===== src/rtl/smoke_clkgen.sv =====
// smoke_clkgen: programmable-duty clock generator driven from a free-running
// base clock. Counts generated rising edges and offers a request/acknowledge
// "wait N generated edges" service for a BFM that must block on DUT cycles.
module smoke_clkgen #(
  parameter int CNT_W  = 16,
  parameter int EDGE_W = 32
) (
  input  logic              clock,
  input  logic              reset,
  input  logic              cfg_valid,
  output logic              cfg_ready,
  input  logic [CNT_W-1:0]  cfg_high,
  input  logic [CNT_W-1:0]  cfg_low,
  input  logic              run,
  output logic              clk_out,
  output logic              posedge_pulse,
  output logic [EDGE_W-1:0] edge_count,
  input  logic              wait_valid,
  input  logic [EDGE_W-1:0] wait_cycles,
  output logic              wait_ready,
  output logic              wait_done
);

  typedef enum logic [1:0] {
    ST_IDLE = 2'd0,
    ST_HIGH = 2'd1,
    ST_LOW  = 2'd2
  } state_t;

  localparam logic [CNT_W-1:0]  PH_ONE   = CNT_W'(1);
  localparam logic [EDGE_W-1:0] EDGE_ONE = EDGE_W'(1);

  state_t             r_state;
  state_t             w_state_next;
  logic [CNT_W-1:0]   r_ph;
  logic [CNT_W-1:0]   w_ph_next;
  logic [CNT_W-1:0]   r_high;
  logic [CNT_W-1:0]   r_low;
  logic [CNT_W-1:0]   w_high_next;
  logic [CNT_W-1:0]   w_low_next;
  logic               r_clk_out;
  logic               r_pulse;
  logic [EDGE_W-1:0]  r_edge_count;
  logic [EDGE_W-1:0]  r_rem;
  logic               r_wait_ready;
  logic               r_wait_done;
  logic               w_wait_accept;

  // Configuration is only taken while the generator is parked.
  assign cfg_ready     = (r_state == ST_IDLE);
  assign clk_out       = r_clk_out;
  assign posedge_pulse = r_pulse;
  assign edge_count    = r_edge_count;
  assign wait_ready    = r_wait_ready;
  assign wait_done     = r_wait_done;
  assign w_wait_accept = wait_valid && r_wait_ready;

  // Next-state logic: phase sequencing and config capture (zero clamps to 1).
  always_comb begin
    w_state_next = r_state;
    w_ph_next    = r_ph;
    w_high_next  = r_high;
    w_low_next   = r_low;
    case (r_state)
      ST_IDLE: begin
        if (cfg_valid) begin
          w_high_next = (cfg_high == '0) ? PH_ONE : cfg_high;
          w_low_next  = (cfg_low  == '0) ? PH_ONE : cfg_low;
        end
        if (run) begin
          w_state_next = ST_HIGH;
          w_ph_next    = PH_ONE;
        end
      end
      ST_HIGH: begin
        if (r_ph == r_high) begin
          w_state_next = ST_LOW;
          w_ph_next    = PH_ONE;
        end else begin
          w_ph_next = r_ph + PH_ONE;
        end
      end
      ST_LOW: begin
        // run is only looked at on the last low cycle, so a stop never
        // truncates a period.
        if (r_ph == r_low) begin
          w_state_next = run ? ST_HIGH : ST_IDLE;
          w_ph_next    = PH_ONE;
        end else begin
          w_ph_next = r_ph + PH_ONE;
        end
      end
      default: begin
        w_state_next = ST_IDLE;
        w_ph_next    = PH_ONE;
      end
    endcase
  end

  // State, phase counter, config and registered clock/pulse outputs.
  always_ff @(posedge clock or posedge reset) begin
    if (reset) begin
      r_state   <= ST_IDLE;
      r_ph      <= PH_ONE;
      r_high    <= PH_ONE;
      r_low     <= PH_ONE;
      r_clk_out <= 1'b0;
      r_pulse   <= 1'b0;
    end else begin
      r_state   <= w_state_next;
      r_ph      <= w_ph_next;
      r_high    <= w_high_next;
      r_low     <= w_low_next;
      r_clk_out <= (w_state_next == ST_HIGH);
      r_pulse   <= (w_state_next == ST_HIGH) && (r_state != ST_HIGH);
    end
  end

  // Rising-edge counter; free-running wrap.
  always_ff @(posedge clock or posedge reset) begin
    if (reset) begin
      r_edge_count <= '0;
    end else if (r_pulse) begin
      r_edge_count <= r_edge_count + EDGE_ONE;
    end
  end

  // Wait service: an accept takes priority over a coincident edge pulse,
  // so the pulse in the accept cycle is never counted.
  always_ff @(posedge clock or posedge reset) begin
    if (reset) begin
      r_rem        <= '0;
      r_wait_ready <= 1'b1;
      r_wait_done  <= 1'b0;
    end else begin
      r_wait_done <= 1'b0;
      if (w_wait_accept) begin
        r_rem <= wait_cycles;
        if (wait_cycles == '0) begin
          r_wait_done  <= 1'b1;
          r_wait_ready <= 1'b1;
        end else begin
          r_wait_ready <= 1'b0;
        end
      end else if (!r_wait_ready && r_pulse) begin
        r_rem <= r_rem - EDGE_ONE;
        if (r_rem == EDGE_ONE) begin
          r_wait_done  <= 1'b1;
          r_wait_ready <= 1'b1;
        end
      end
    end
  end

endmodule


===== config.mk =====
export PLATFORM = sky130hd
export DESIGN_NAME = smoke_clkgen
export DESIGN_NICKNAME = d
export VERILOG_FILES = /design/src/rtl/smoke_clkgen.sv
export SDC_FILE = /design/constraint.sdc
export NUM_CORES = 1
export LEC_CHECK = 0
export CAP_MARGIN = 20
export CORE_AREA = 5 5 114 116
export CTS_CLUSTER_SIZE = 10
export DETAILED_ROUTE_END_ITERATION = 12
export DIE_AREA = 0 0 119 121
export GPL_TIMING_DRIVEN = 1
export PLACE_DENSITY = 0.78
export RECOVER_POWER = 50
export SLEW_MARGIN = 20
export SYNTH_ARGS = -nofsm -noshare
export SYNTH_HDL_FRONTEND = slang
export SYNTH_SLANG_ARGS = --single-unit

===== constraint.sdc =====
create_clock -name clock -period 5 [get_ports clock]
set_input_delay 1.5 -clock clock [delete_from_list [all_inputs] [get_ports clock]]
set_output_delay 1.5 -clock clock [all_outputs]
set_load 0.05 [all_outputs]

==> run metrics <==
outcome complete, no violations; Vias per Instance 6.07; drt first pass iters 5; library cells used by synthesis 56; Inst Count DP 828; Critical Path AT 2.02 ns; Worst Hold End edge_count[31]; gpl congestion 0.910; worst r2r src r_rem[8]; sequential area share after synthesis 48.5%; Die Ht 121 µm; postcts setup bufs 0; syn_nets 675; number of DRC markers in iteration 0 606; Hold Crit Start edge_count[31]; top cells by area, synth dfrtp_1 47%, xnor2_1 7.8%, mux2_2 5.7%, nand2_1 4.5%, nand3_1 2.2%; final hold vios 0; Worst R2R Path Depth 6; clk slew on worst S/H paths 0.05 ns; commonest non-fill, non-tap cell in the layout dfrtp_1; worst skew pair latency 0.42 ns; via count 5223; DR WL met2 7280 µm; warnings from Yosys 0; Slew headroom 11.4%; # DRC 0; # H-tree levels 4; Non-Filler Instances 861; CTS Buf Count 17; FF+latch count, synth 118; Mapped Cells 598; most frequent cells in the layout 114 x dfrtp_1, 101 x clkdlybuf4s50_1, 73 x nand2_1; Tmin final 3.52 ns; Initial Utilization 51.6%; Post-synth EDFFs 0; FF-to-FF End r_rem[31]; gr usage total 22.3%; Worst Setup Start Kind flip-flop; share of synthesized registers carrying an async set or reset 100%; Crit Path Max Fanout 5; first-pass GRT wire length 25900 µm; Leakage 3.15 nW; placed instance area 7270 µm²; Final Max Slew Viols 0; Worst R2R Setup Slack 1.61 ns; CTS tree done; Die W 119 µm; post-synth top area share 46.8%; dpl ws 1.55 ns; row count 40; Hold WC Path Type flip-flop to flip-flop; share of cells above drive strength 1 10.9%; Core ar. 11800 µm²; worst hold margin 0.476 ns; vias in the first global route 5331; RSZ-0062 raised after global routing no; DR WL/cell 17.9 µm; Mean Syn Cell Area 10.2 µm²; final instance area 7790 µm²; metal3 WL 1050 µm; setup violators final 0; final WL 15400 µm; root buf cell clkbuf_16; post_cts resized 0; Post-CTS Hold Buffers 0; Max Fclk 284 MHz; largest area contributor in the netlist dfrtp_1; Synth Flop Type dfrtp_1; worst-margin pin slew 1.33 ns; dpl hpwl 11100 µm; CP Class flip-flop to output pin; GRT overflow 0; crit path capture type output pin; Final Util 66.0%; setup ws final 1.48 ns; PwrDens 278 nW/µm²; Layout Area Growth over Synthesis 27.9%; WP data required 3.50 ns; ANT nets after route 0; die area 14400 µm²; overall power 2.17 mW; Final Cycle Share 70.5%; clock buffer depth 2; hold depth 1; Sum Neg Setup Slack 0 ns; PortBufs 105; top sig layer met4; maximum VDD drop 0.000221 V; nets@finish 778; Setup Skew 0.0114 ns; WL met1 6750 µm; clk sink count 118; initial antenna violation count 0; synthesized area 6100 µm²; total I/O pin count 106; largest net degree at the start of global routing 74; n_diodes 0; Max-Cap Viols 0
## registers in the layout (all words and copies together), names as in the netlist
name           flops
clk_out            1
edge_count        32
posedge_pulse      1
r_high            16
r_low             16
r_ph              16
r_rem             32
r_state            2
wait_done          1
wait_ready         1
## cell families (layout without fill, tap and decap cells)
family                   count (synthesis)  after routing  share of synthesized area (%)
AO/OA/AOI/OAI                          103            103                           12.4
AND/OR/NAND/NOR                        239            239                           20.4
adder cells (fa/ha/maj)                  8              8                           1.64
multiplexers                            31             31                           5.73
buffers and inverters                   36            152                           2.24
flip-flops                             118            118                           48.5
XOR/XNOR                                63             63                           9.05
## cells in the mapped netlist, types with 3 or more instances
master / count
and4_1: 4
nor4_1: 21
and3_1: 11
or3_1: 5
ha_1: 8
a41oi_1: 3
a221o_1: 3
or4_1: 3
nor3_1: 18
dfstp_2: 4
and2_1: 8
dfrtp_1: 114
inv_1: 10
a21o_1: 5
o21ai_0: 21
nor2b_1: 4
nand2b_1: 5
a31oi_1: 3
o311ai_0: 8
nand4_1: 18
mux2_2: 31
nand2_1: 73
a21oi_1: 8
xor2_1: 9
o211ai_1: 17
nand3_1: 27
clkbuf_1: 25
nor2_1: 28
a22o_1: 9
o31ai_1: 3
or2_2: 6
xnor2_1: 54
## critical path, stage by stage (launching register included)
cell	delay, ns
dfrtp_1	0.42
inv_1	0.12
ha_1	0.24
clkdlybuf4s50_1	0.83
## power by group
group / leakage, nW / internal, mW / switching (mW)
logic: 1.40 / 0.0500 / 0.0383
clock network: 0.269 / 0.718 / 0.405
registers: 1.48 / 0.957 / 0
## metal layers
metal,GRT usage [%],up-vias
li1,-,2413
met1,28.7,2547
met2,35.4,223
met3,7.32,40
met4,7.97,0
met5,0,-
## area by class of cell
| cell class | instances | area (µm²) |
|---|---|---|
| well taps | 147 | 184 |
| clock buffers | 27 | 493 |
| fillers | 909 | 4020 |
| multi-input cells | 444 | 2990 |
| clock inverters | 5 | 50.0 |
| inverters | 10 | 40.0 |
| flip-flops and latches | 118 | 2960 |
| repair buffers | 110 | 1080 |
## worst max-delay path by stage
| stage | start | endpoint | slack [ns] | cells after the start |
|---|---|---|---|---|
| final | r_state[0] | cfg_ready | 1.48 | 3 |
| after global routing | r_rem[8] | r_rem[31] | 1.32 | 6 |
| after detailed placement | run | clk_out | 1.55 | 6 |
| after global placement | cfg_valid | r_low[3] | 1.64 | 3 |
| after CTS | r_state[0] | cfg_ready | 1.44 | 3 |
| after floorplan | reset | clk_out | 0.38 | 1 |
Note: power is estimated with default switching activity, not from simulation.
